===== src/rtl/ft245_sync_bus_arbiter.sv =====
// FT2232H FT245 synchronous FIFO bus sequencer: shares the pins between an RX
// sink and a TX source with round-robin grants, burst limiting and turnaround.
module ft245_sync_bus_arbiter #(
   parameter int MAX_BURST = 64,
   parameter int BURST_W   = 7
) (
   input  logic       clk_i,
   input  logic       rst_i,
   input  logic       rxf_n_i,
   input  logic       txe_n_i,
   input  logic [7:0] data_i,
   output logic [7:0] data_o,
   output logic       data_oe_o,
   output logic       oe_n_o,
   output logic       rd_n_o,
   output logic       wr_n_o,
   output logic [7:0] rx_data_o,
   output logic       rx_valid_o,
   input  logic       rx_space_i,
   input  logic [7:0] tx_data_i,
   input  logic       tx_valid_i,
   output logic       tx_ready_o,
   output logic       busy_o,
   output logic [2:0] dbg_state_o
);

   // tx_data_i/tx_valid_i -> tx_ready_o: a byte is taken on any rising edge
   // where tx_valid_i & tx_ready_o; the source holds data stable until then.
   typedef enum logic [2:0] {IDLE, RX_TURN, RX_RD, RX_END, TX_WR, TX_END} state_t;

   localparam logic [BURST_W-1:0] MAX_B = BURST_W'(MAX_BURST);

   state_t             st_q, st_d;
   logic               oe_n_q, oe_n_d, rd_n_q, rd_n_d, wr_n_q, wr_n_d;
   logic               doe_q, doe_d;
   logic [7:0]         dout_q, dout_d;
   logic [7:0]         rxd_q;
   logic               rxv_q;
   logic [7:0]         hold_q, hold_d;
   logic               full_q, full_d;
   logic               last_tx_q, last_tx_d;
   logic [BURST_W-1:0] burst_q, burst_d, burst_inc;
   logic               rd_xfer, wr_xfer, tx_take, rx_req, tx_req, rx_win;

   assign rd_xfer   = !rd_n_q && !rxf_n_i;
   assign wr_xfer   = !wr_n_q && !txe_n_i;
   assign tx_ready_o = !rst_i && (!full_q || wr_xfer);
   assign tx_take   = tx_valid_i && tx_ready_o;
   assign rx_req    = !rxf_n_i && rx_space_i;
   assign tx_req    = !txe_n_i && full_q;
   // On a tie, the side that did not hold the bus last wins.
   assign rx_win    = rx_req && (!tx_req || last_tx_q);
   assign burst_inc = ((rd_xfer || wr_xfer) && burst_q != MAX_B) ? burst_q + 1'b1 : burst_q;

   always_comb begin
      hold_d = hold_q;
      full_d = full_q;
      if (tx_take) begin
         hold_d = tx_data_i;
         full_d = 1'b1;
      end else if (wr_xfer) begin
         full_d = 1'b0;
      end
   end

   always_comb begin
      st_d      = st_q;
      oe_n_d    = 1'b1;
      rd_n_d    = 1'b1;
      wr_n_d    = 1'b1;
      doe_d     = 1'b0;
      dout_d    = dout_q;
      burst_d   = burst_inc;
      last_tx_d = last_tx_q;
      case (st_q)
         IDLE: begin
            if (rx_win) begin
               st_d      = RX_TURN;
               oe_n_d    = 1'b0;
               burst_d   = '0;
               last_tx_d = 1'b0;
            end else if (tx_req) begin
               st_d      = TX_WR;
               doe_d     = 1'b1;
               wr_n_d    = 1'b0;
               dout_d    = hold_q;
               burst_d   = '0;
               last_tx_d = 1'b1;
            end
         end
         RX_TURN: begin
            st_d   = RX_RD;
            oe_n_d = 1'b0;
            rd_n_d = !(rx_req && burst_q < MAX_B);
         end
         RX_RD: begin
            if (rx_req && burst_inc < MAX_B) begin
               oe_n_d = 1'b0;
               rd_n_d = 1'b0;
            end else begin
               st_d = RX_END;
            end
         end
         TX_WR: begin
            // A byte refused with TXE# high stays in the hold register.
            if (!txe_n_i && full_d && burst_inc < MAX_B) begin
               doe_d  = 1'b1;
               wr_n_d = 1'b0;
               dout_d = hold_d;
            end else begin
               st_d = TX_END;
            end
         end
         RX_END:  st_d = IDLE;
         TX_END:  st_d = IDLE;
         default: st_d = IDLE;
      endcase
   end

   always_ff @(posedge clk_i) begin
      if (rst_i) begin
         st_q      <= IDLE;
         oe_n_q    <= 1'b1;
         rd_n_q    <= 1'b1;
         wr_n_q    <= 1'b1;
         doe_q     <= 1'b0;
         dout_q    <= 8'h00;
         rxd_q     <= 8'h00;
         rxv_q     <= 1'b0;
         hold_q    <= 8'h00;
         full_q    <= 1'b0;
         last_tx_q <= 1'b1;
         burst_q   <= '0;
      end else begin
         st_q      <= st_d;
         oe_n_q    <= oe_n_d;
         rd_n_q    <= rd_n_d;
         wr_n_q    <= wr_n_d;
         doe_q     <= doe_d;
         dout_q    <= dout_d;
         rxv_q     <= rd_xfer;
         if (rd_xfer) rxd_q <= data_i;
         hold_q    <= hold_d;
         full_q    <= full_d;
         last_tx_q <= last_tx_d;
         burst_q   <= burst_d;
      end
   end

   assign data_o      = dout_q;
   assign data_oe_o   = doe_q;
   assign oe_n_o      = oe_n_q;
   assign rd_n_o      = rd_n_q;
   assign wr_n_o      = wr_n_q;
   assign rx_data_o   = rxd_q;
   assign rx_valid_o  = rxv_q;
   assign busy_o      = (st_q != IDLE);
   assign dbg_state_o = st_q;

endmodule


===== config.mk =====
export PLATFORM = sky130hd
export DESIGN_NAME = ft245_sync_bus_arbiter
export DESIGN_NICKNAME = d
export VERILOG_FILES = /design/src/rtl/ft245_sync_bus_arbiter.sv
export SDC_FILE = /design/constraint.sdc
export NUM_CORES = 1
export LEC_CHECK = 0
export CORE_MARGIN = 1.5
export CORE_UTILIZATION = 38
export DETAILED_ROUTE_END_ITERATION = 8
export PLACE_DENSITY = 0.68
export SYNTH_ARGS = -nofsm -noshare
export SYNTH_HDL_FRONTEND = slang
export SYNTH_SLANG_ARGS = --single-unit

===== constraint.sdc =====
create_clock -name clk_i -period 1.8 [get_ports clk_i]
set_input_delay 0.27 -clock clk_i [delete_from_list [all_inputs] [get_ports clk_i]]
set_output_delay 0.27 -clock clk_i [all_outputs]
set_load 0.05 [all_outputs]

==> impl_table.tex, run 1 <==
\begin{tabular}{lr}
\hline
Metric & Value \\
\hline
\multicolumn{2}{l}{\textbf{Die}} \\
Number of primary I/O pins & 48 \\
Die extent in x & 70.8 um \\
Placeable core region & 0.00438 mm\^{}2 \\
Starting density of the core & 39.9\% \\
Height of the chip & 70.8 um \\
Area of the die & 0.00502 mm\^{}2 \\
Row count & 24 \\
\multicolumn{2}{l}{\textbf{Placement}} \\
Detail Placement HPWL & 2980 um \\
PortBufs & 47 \\
Global placement routability congestion & 0.799 \\
\multicolumn{2}{l}{\textbf{Setup path}} \\
CP Launch Type & input port \\
Kind of critical path & in -> reg \\
Data required, critical path & 1.98 ns \\
Worst-path fanout max & 9 \\
Arrival time worst endpoint & 1.97 ns \\
Critical path endpoint category & flop \\
\multicolumn{2}{l}{\textbf{GRT}} \\
GRT Total Usage & 17.8\% \\
Global-route track usage on met1 & 22.3\% \\
Routing layer with the top usage in global route & met2 \\
Number of antenna violations at the first check in global routing & 0 \\
Number of global-route vias before repair & 1583 \\
Global-route wire length before repair & 7150 um \\
Global routing usage on met3 & 5.56\% \\
Maximum number of pins on one net before global-route repair & 35 \\
Met2 global-route usage & 28.9\% \\
Total gr overflow & 0 \\
\multicolumn{2}{l}{\textbf{Route}} \\
Detailed router's first-iteration violation count & 51 \\
Routed length per placed instance & 12.7 um \\
Total iterations of the first detailed-routing run & 4 \\
Vias per inst & 5.05 \\
Final WL & 4190 um \\
Remaining DRCs & 0 \\
Vias & 1660 \\
Count of antenna-violating nets left after detailed routing & 0 \\
\multicolumn{2}{l}{\textbf{Logic synthesis}} \\
Top cell type's share of synthesized area & 46.9\% \\
Number of distinct library cells after synthesis & 36 \\
Cell accounting for the most synthesized area & sky130\_fd\_sc\_hd\_\_dfxtp\_1 \\
Top cells by count, synth & sky130\_fd\_sc\_hd\_\_dfxtp\_1 (41), sky130\_fd\_sc\_hd\_\_nand2\_1 (32), sky130\_fd\_sc\_hd\_\_nor2\_1 (26), sky130\_fd\_sc\_hd\_\_a21oi\_1 (21), sky130\_fd\_sc\_hd\_\_nand3\_1 (11) \\
Total of warnings raised by yosys & 0 \\
Flops \& latches, synth & 41 \\
Sequential fraction of the synthesis area & 46.9\% \\
Async S/R FF share, synth & 0\% \\
Average instance area after synthesis & 8.57 um\^{}2 \\
Net count after synthesis & 228 \\
Number of enable flip-flop cells after synthesis & 0 \\
Dominant cells by area after synthesis & sky130\_fd\_sc\_hd\_\_dfxtp\_1 (47\%), sky130\_fd\_sc\_hd\_\_nand2\_1 (6.9\%), sky130\_fd\_sc\_hd\_\_a21oi\_1 (6.0\%), sky130\_fd\_sc\_hd\_\_nor2\_1 (5.6\%), sky130\_fd\_sc\_hd\_\_mux2\_2 (5.2\%) \\
Synthesized instance count & 204 \\
Dominant register cell in the synthesized netlist & sky130\_fd\_sc\_hd\_\_dfxtp\_1 \\
Cell with the most instances after synthesis & sky130\_fd\_sc\_hd\_\_dfxtp\_1 \\
Post-synth design cell area & 0.00175 mm\^{}2 \\
\multicolumn{2}{l}{\textbf{Clock tree}} \\
Reg clk slew, reported paths & 0.08 ns \\
CTS tree & done \\
Source-to-sink clock delay at the later pin of the worst-skew pair & 0.29 ns \\
Number of CTS-inserted buffers & 5 \\
Maximum clock path buffer count & 2 \\
Clk sinks & 41 \\
Hold-fix buffers, CTS & 0 \\
Root buf cell & sky130\_fd\_sc\_hd\_\_clkbuf\_8 \\
H-tree Lvls & 2 \\
\multicolumn{2}{l}{\textbf{Pwr}} \\
Highest ir drop seen on vdd & 0.514 mV \\
PwrDens & 984 mW/mm\^{}2 \\
Total power consumption of the routed design & 2.59 mW \\
LEAKAGE & 1.04 nW \\
\multicolumn{2}{l}{\textbf{Layout}} \\
Final Net Count & 300 \\
Layout cells sized above 1 & 24.2\% \\
Diode count & 0 \\
Area growth from synthesis to layout & 50.2\% \\
Fill cell count & 390 \\
Fraction of the core area covered by cells at the end of the flow & 59.9\% \\
\multicolumn{2}{l}{\textbf{Outcome}} \\
Outcome & complete, no violations \\
\multicolumn{2}{l}{\textbf{Timing}} \\
Unrepaired setup endpoints after global routing & true \\
Slew headroom & 66.1\% \\
Number of hold violations in the final report & 0 \\
Max-slew violation count & 0 \\
Clock Skews & 0.00679 ns \\
Setup-violating endpoint count in the final report & 0 \\
Final period demand of the worst path & 1.79 ns \\
Achievable clock frequency & 557 MHz \\
Slew at the pin closest to its max-slew limit & 0.507 ns \\
Final period utilization & 99.7\% \\
\multicolumn{2}{l}{\textbf{Job}} \\
Count of maximum capacitance violations & 0 \\
\multicolumn{2}{l}{\textbf{Worst hold path}} \\
Hold Path Class & reg -> reg \\
\hline
\end{tabular}
==> per-layer routing <==
layer  vias to the layer above  share of wire [%]
li1                        845                  -
met3                         6                6.0
met2                        43                 46
met5                         -                  0
met4                         0               0.88
met1                       766                 47
==> path summary, 6_finish.rpt <==
kind	startpoint	endpoint	slack, ns	cells past startpoint
setup / recovery	rxf_n_i	data_o[6]	0.006	7
hold / removal	hold_q[6]	hold_q[6]	0.45	2
setup reg to reg	burst_q[0]	data_o[6]	0.02	7
hold reg to reg	hold_q[6]	hold_q[6]	0.45	2
==> sequential cells by signal, summed over array words and instances, names as in the netlist <==
name and count:
burst_q 7, dbg_state_o 3, wr_n_o 1, oe_n_o 1, hold_q 8, data_o 8
full_q 1, data_oe_o 1, last_tx_q 1, rx_valid_o 1, rd_n_o 1, rx_data_o 8
==> through the flow <==
stage | cell area (um^2) | hold WS, ns | setup TNS (ns) | cells | worst slack [ns]
CTS | 2620 | 0.457 | 0 | 329 | 0.00184
global route | 2630 | 0.481 | -0.179 | 329 | -0.0524
finish | 2630 | 0.453 | 0 | 329 | 0.00560
floorplan | 1780 | 0.391 | 0 | 204 | 0.00607
detailed placement | 2480 | 0.446 | -4.15 | 321 | -0.339
global placement | 2480 | 0.438 | -3.77 | 321 | -0.299
==> area by class of cell <==
type	instances	area (um^2)	area share [%]
timing repair buffer	74	683	26.0
multi-input combinational	149	908	34.6
clock inverter	2	37.5	1.43
inverter	5	18.8	0.714
sequential	41	832	31.7
tap	52	65.1	2.48
clock buffer	6	82.6	3.14
==> report_power, final <==
group | internal [mW] | switching [mW] | leakage, nW | total, mW
combinational | 0.320 | 0.464 | 0.647 | 0.784
clock | 0.451 | 0.330 | 0.0574 | 0.781
sequential | 0.971 | 0.0490 | 0.334 | 1.02
total | 1.74 | 0.843 | 1.04 | 2.59
==> worst max-delay path, stage by stage <==
cell and delay (ns):
sky130_fd_sc_hd__clkdlybuf4s50_1 0.42, sky130_fd_sc_hd__o22a_1 0.20, sky130_fd_sc_hd__or4_4 0.50, sky130_fd_sc_hd__a31oi_4 0.17, sky130_fd_sc_hd__buf_12 0.16, sky130_fd_sc_hd__mux2i_1 0.19, sky130_fd_sc_hd__nor2_1 0.05
==> cell usage in the layout (no fill, tap or decap), types with 6 or more instances in the layout <==
master	count
sky130_fd_sc_hd__clkdlybuf4s50_1	39
sky130_fd_sc_hd__dfxtp_1	34
sky130_fd_sc_hd__nand2_1	31
sky130_fd_sc_hd__buf_4	31
sky130_fd_sc_hd__nor2_1	26
sky130_fd_sc_hd__a21oi_1	21
sky130_fd_sc_hd__nand3_1	11
sky130_fd_sc_hd__mux2_2	8
sky130_fd_sc_hd__mux2i_1	8
sky130_fd_sc_hd__dfxtp_2	6
sky130_fd_sc_hd__clkbuf_8	6
==> cell families after synthesis <==
| group | synth area share, % |
|---|---|
| xor+xnor | 2.50 |
| flops | 46.9 |
| buf+inv | 3.51 |
| fa+ha+maj | 1.43 |
| mux | 9.73 |
| compound gates | 13.4 |
| simple gates | 22.5 |
==> what timing repair did <==
item / 4_1_cts / 5_1_grt
cloned: 0 / 0
setup endpoints to repair: 10 / 11
gates resized for setup: 5 / 1
setup buffers: 0 / 0
(Power assumes the default switching activity.)
==> inputs of run 2 (changes only) <==
--- a/config.mk
+++ b/config.mk
@@ -7,6 +7,7 @@
 export LEC_CHECK = 0
 export CORE_MARGIN = 1.5
 export CORE_UTILIZATION = 38
+export CTS_CLUSTER_SIZE = 14
 export DETAILED_ROUTE_END_ITERATION = 8
 export PLACE_DENSITY = 0.68
 export SYNTH_ARGS = -nofsm -noshare
==> results of run 2 <==
The final DEF is identical to that of run 1; final timing and power are the same.
==> inputs of run 3 (changes only) <==
--- a/config.mk
+++ b/config.mk
@@ -9,7 +9,7 @@
 export CORE_UTILIZATION = 38
 export CTS_CLUSTER_SIZE = 14
 export DETAILED_ROUTE_END_ITERATION = 8
-export PLACE_DENSITY = 0.68
+export PLACE_DENSITY_LB_ADDON = 0.05
 export SYNTH_ARGS = -nofsm -noshare
 export SYNTH_HDL_FRONTEND = slang
 export SYNTH_SLANG_ARGS = --single-unit
==> impl_table.tex, run 3 (same netlist as run 1, synthesis figures left out) <==
\begin{tabular}{lr}
\hline
Metric & Value \\
\hline
\multicolumn{2}{l}{\textbf{Timing}} \\
Unrepaired setup endpoints after global routing & true \\
Final period demand of the worst path & 1.77 ns \\
Slew at the pin closest to its max-slew limit & 0.510 ns \\
Achievable clock frequency & 564 MHz \\
Setup-violating endpoint count in the final report & 0 \\
Worst path setup slack after routing & 0.0270 ns \\
Clock Skews & 0.00454 ns \\
Number of hold violations in the final report & 0 \\
Setup TNS Final & 0 ns \\
Slew headroom & 65.9\% \\
Minimum hold slack & 0.454 ns \\
Max-slew violation count & 0 \\
Final period utilization & 98.5\% \\
\multicolumn{2}{l}{\textbf{Layout}} \\
Diode count & 0 \\
Final Net Count & 300 \\
Post-route insts no fill & 329 \\
Leading cell types in the layout, fill and taps excluded & sky130\_fd\_sc\_hd\_\_clkdlybuf4s50\_1 (38), sky130\_fd\_sc\_hd\_\_dfxtp\_1 (34), sky130\_fd\_sc\_hd\_\_nand2\_1 (31), sky130\_fd\_sc\_hd\_\_buf\_4 (31), sky130\_fd\_sc\_hd\_\_nor2\_1 (26) \\
Multi-input combinational cell area & 902 um\^{}2 \\
Layout cells sized above 1 & 23.5\% \\
Area growth from synthesis to layout & 48.3\% \\
Post-Layout Inst Area & 0.00259 mm\^{}2 \\
Fill cell count & 402 \\
Most common cell after layout, fill and taps aside & sky130\_fd\_sc\_hd\_\_clkdlybuf4s50\_1 \\
Area taken by flip-flops and latches & 832 um\^{}2 \\
Fraction of the core area covered by cells at the end of the flow & 59.2\% \\
\multicolumn{2}{l}{\textbf{Route}} \\
Remaining DRCs & 0 \\
Vias per inst & 4.86 \\
Routed length per placed instance & 12.6 um \\
Total iterations of the first detailed-routing run & 4 \\
Detailed router's first-iteration violation count & 74 \\
Final WL & 4140 um \\
Count of antenna-violating nets left after detailed routing & 0 \\
Vias & 1600 \\
\multicolumn{2}{l}{\textbf{Setup path}} \\
Arrival time worst endpoint & 1.95 ns \\
Critical path endpoint category & flop \\
CP Launch Type & flop \\
End of the worst register-to-register path & data\_o[5] \\
Worst Reg-to-Reg Cells & 7 \\
Worst setup slack for register-to-register paths & 0.03 ns \\
Worst-path fanout max & 9 \\
CP startpoint & burst\_q[0] \\
Kind of critical path & reg -> reg \\
Data required, critical path & 1.98 ns \\
Source of the worst register-to-register timing path & burst\_q[0] \\
\multicolumn{2}{l}{\textbf{Placement}} \\
Cell Area, Placed & 0.00248 mm\^{}2 \\
PortBufs & 47 \\
Setup WS pre-CTS & -0.349 ns \\
Global placement routability congestion & 0.772 \\
Number of placed cells counting well taps & 321 \\
Detail Placement HPWL & 2960 um \\
\multicolumn{2}{l}{\textbf{Die}} \\
Placeable core region & 0.00438 mm\^{}2 \\
Row count & 24 \\
Area of the die & 0.00502 mm\^{}2 \\
Die extent in x & 70.8 um \\
Starting density of the core & 39.9\% \\
Number of primary I/O pins & 48 \\
Height of the chip & 70.8 um \\
\multicolumn{2}{l}{\textbf{Clock tree}} \\
Clk sinks & 41 \\
Number of CTS-inserted buffers & 5 \\
H-tree Lvls & 2 \\
Reg clk slew, reported paths & 0.08 ns \\
Root buf cell & sky130\_fd\_sc\_hd\_\_clkbuf\_8 \\
Hold-fix buffers, CTS & 0 \\
Source-to-sink clock delay at the later pin of the worst-skew pair & 0.29 ns \\
Maximum clock path buffer count & 2 \\
CTS tree & done \\
\multicolumn{2}{l}{\textbf{Pwr}} \\
LEAKAGE & 1.03 nW \\
PwrDens & 928 mW/mm\^{}2 \\
Highest ir drop seen on vdd & 0.439 mV \\
Total power consumption of the routed design & 2.41 mW \\
\multicolumn{2}{l}{\textbf{GRT}} \\
Total gr overflow & 0 \\
Number of antenna violations at the first check in global routing & 0 \\
Global-route wire length before repair & 6890 um \\
Number of global-route vias before repair & 1521 \\
GRT Total Usage & 17.2\% \\
Maximum number of pins on one net before global-route repair & 35 \\
\multicolumn{2}{l}{\textbf{Worst hold path}} \\
Hold Path Class & reg -> reg \\
Hold endpoint & hold\_q[5] \\
Hold path startpoint & hold\_q[5] \\
Cell depth of the worst hold path & 2 \\
\multicolumn{2}{l}{\textbf{Outcome}} \\
Outcome & complete, no violations \\
\multicolumn{2}{l}{\textbf{Job}} \\
Count of maximum capacitance violations & 0 \\
\hline
\end{tabular}
## run 3: cell types whose count changed in the layout (fill, tap and decap cells not counted), sizes merged
| cell | delta |
|---|---|
| clkdlybuf4s50 | -1 |
| clkbuf | +1 |
| bufinv | -1 |
| dlygate4sd2 | +1 |
## run 3: power by group
| group | leakage [nW] | internal, mW | switching, mW |
|---|---|---|---|
| Combinational | 0.648 | 0.303 | 0.456 |
| Clock | 0.0445 | 0.312 | 0.319 |
| Sequential | 0.334 | 0.971 | 0.0472 |
## run 3: cell type report
cell class | instances | share of cell area (%)
inverter | 5 | 0.724
clock inverter | 1 | 0.289
multi-input combinational | 149 | 34.8
timing repair buffer | 74 | 26.3
clock buffer | 7 | 3.33
sequential | 41 | 32.1
tap | 52 | 2.51
## run 3: timing repair
item	in CTS	in global routing
setup endpoints to repair	8	12
pin swaps	0	3
resized for setup	3	3
setup buffers	0	0
## run 3: routing by layer
metal | up-vias | global-route usage [%] | routed length (um)
met5 | - | 0 | 0
met2 | 37 | 26.8 | 1760
met3 | 7 | 5.27 | 246
met1 | 712 | 22.4 | 2070
met4 | 0 | 6.71 | 67
li1 | 844 | - | -
## run 3: critical path: stages (launching register included)
cell	delay [ns]
sky130_fd_sc_hd__dfxtp_2	0.36
sky130_fd_sc_hd__ha_4	0.14
sky130_fd_sc_hd__nand2_2	0.05
sky130_fd_sc_hd__or4_4	0.54
sky130_fd_sc_hd__a31oi_4	0.17
sky130_fd_sc_hd__buf_12	0.16
sky130_fd_sc_hd__mux2i_1	0.18
sky130_fd_sc_hd__nor2_1	0.05
## run 3: how the worst max path moves through the flow
stage                           end  slack [ns]  depth (start not counted)
after floorplan           data_o[0]       0.006                          6
after global placement    data_o[5]       -0.34                          7
after detailed placement  data_o[5]       -0.35                          7
after CTS                 data_o[5]       0.004                          7
after global routing      data_o[0]       -0.07                          7
final                     data_o[5]        0.03                          7
==> edit: new RTL, flow settings as in run 2 <==
The parameter `BURST_W` goes from 7 to 14.
--- a/src/rtl/ft245_sync_bus_arbiter.sv
+++ b/src/rtl/ft245_sync_bus_arbiter.sv
@@ -3,5 +3,5 @@
 module ft245_sync_bus_arbiter #(
    parameter int MAX_BURST = 64,
-   parameter int BURST_W   = 7
+   parameter int BURST_W   = 14
 ) (
    input  logic       clk_i,
Behaviour: same outputs for any inputs over 10 cycles, from zero or initial values and one cycle with rst_i high; that may be too few to reach the edited logic, so the function may still have changed.
==> edit against run 2 <==
- the run now ends with negative setup slack left
- largest cell class unchanged
- largest power group unchanged
- sequential cell count is 7 higher
- setup slack worse by 300 ps
- total power is 8.0% higher
- critical path depth is 1 higher
- critical endpoint is now data_o[5]$_SDFFE_PP0P_
- area after synthesis is 30% higher
- cell area is 42% higher
- wire length is 58% higher
==> edit: results (changes against run 2) <==
- Placed Area: 3300 sq um (+33%)
- Detail Route met3 WL: 195 um (-23%)
- Dpl ws: -679 ps (-340 ps)
- Synthesized flop and latch total: 48 (+17%)
- FF+latch area: 992 sq um (+19%)
- Top delay family on crit path: compound AO/OA/AOI/OAI gates
- Startpoint types: register
- Syn_nets: 281 (+23%)
- Critical Path Max Stage Delay: 480 ps (-20 ps)
- Endpoints failing setup: 14 (+14)
- Failing checks: negative setup slack
- Met1 wire length: 2880 um (+46%)
- Hold worst-path end: rx_data_o[6]$_SDFFE_PP0P_
- Sequential area share after synthesis: 42.2% (-4.7 points)
- Area Overhead vs Synth: 64.4%
- Leakage power: 1.67 nW (+61%)
- Largest net degree at the start of global routing: 26 (-26%)
- Non-clk buf share: 28.4% (+2.4 points)
- Worst-path clk slew: 100 ps (+20 ps)
- Synth Instances: 257 (+26%)
- Setup slack after layout: -294 ps (-300 ps)
- HP Start: rx_data_o[6]$_SDFFE_PP0P_
- Critical path fanouts, max: 5 (-4)
- Placed Cells: 420 (+31%)
- Netlist cell types: 42 (+17%)
- Clk_skew: 7.40 ps (+0.613 ps)
- Hold Slack: 457 ps (+4.24 ps)
- Last element of the critical path: data_o[5]$_SDFFE_PP0P_
- Gr usage total: 21.0% (+3.2 points)
- Wire per inst: 14.9 um (+17%)
- Post-synthesis compound-gate area fraction: 14.2% (+0.79 points)
- Max VDD drop: 0.000656 V (+28%)
- Global-route met2 utilization: 37.9% (+9.0 points)
- Met2 wirelength from detailed routing: 3440 um (+79%)
- First-pass GRT wire length: 10,400 um (+46%)
- Clock-cell share: 2.94% (-1.6 points)
- Top cell types by occurrence after synthesis: dfxtp_1 (48), nor2_1 (39), nand2_1 (28)
- Slowest-stage cell, CP: a2111oi_4
- Starting DRC count in detailed routing: 47 (-7.8%)
- Tapcells: 75 (+44%)
- Routed wire length: 6600 um (+58%)
- Critical Path AT: 2310 ps (+340 ps)
- Fillers: 476 (+22%)
- Proportion of synthesized area in mux cells: 8.80% (-0.93 points)
- Multi-input gate count: 192 (+29%)
- R2r worst-path depth: 8 (+1)
- Post-Synth Adder-Cell Area: 1.10% (-0.33 points)
- Outcome: finished, violations left
- Post-Synth XOR/XNOR Area: 5.77% (+3.3 points)
- M3 GR Usage: 4.32% (-1.2 points)
-- edit: cell types whose count changed after synthesis, sizes merged, moves of 4 or more --
cell and change:
nor3 +4, a21oi -8, a211oi +13, xnor2 +8, nor2 +13, mux2 -8, nor4 +4, dfxtp +7
mux2i +12, nand2 -4
-- edit: what timing repair did --
item / CTS / global route
cloned: 2 / 0
gates resized for setup: 40 / 20
buffers inserted: 8 / 6
setup endpoints to repair: 16 / 20
pin swaps: 24 / 13
-- edit: logic make-up (layout without fill, tap and decap cells) --
family,count (synthesis),in the layout
AO/OA/AOI/OAI,44,45
adder cells (fa/ha/maj),2,2
flip-flops,48,48
multiplexers,20,20
XOR/XNOR,15,15
AND/OR/NAND/NOR,110,110
buffers and inverters,18,129
-- edit: where the power goes --
part           internal, mW  leakage, nW  total, mW  switching [mW]
Clock                 0.363       0.0530      0.764           0.401
Sequential             1.12        0.397       1.18          0.0615
Combinational         0.371         1.22      0.843           0.472
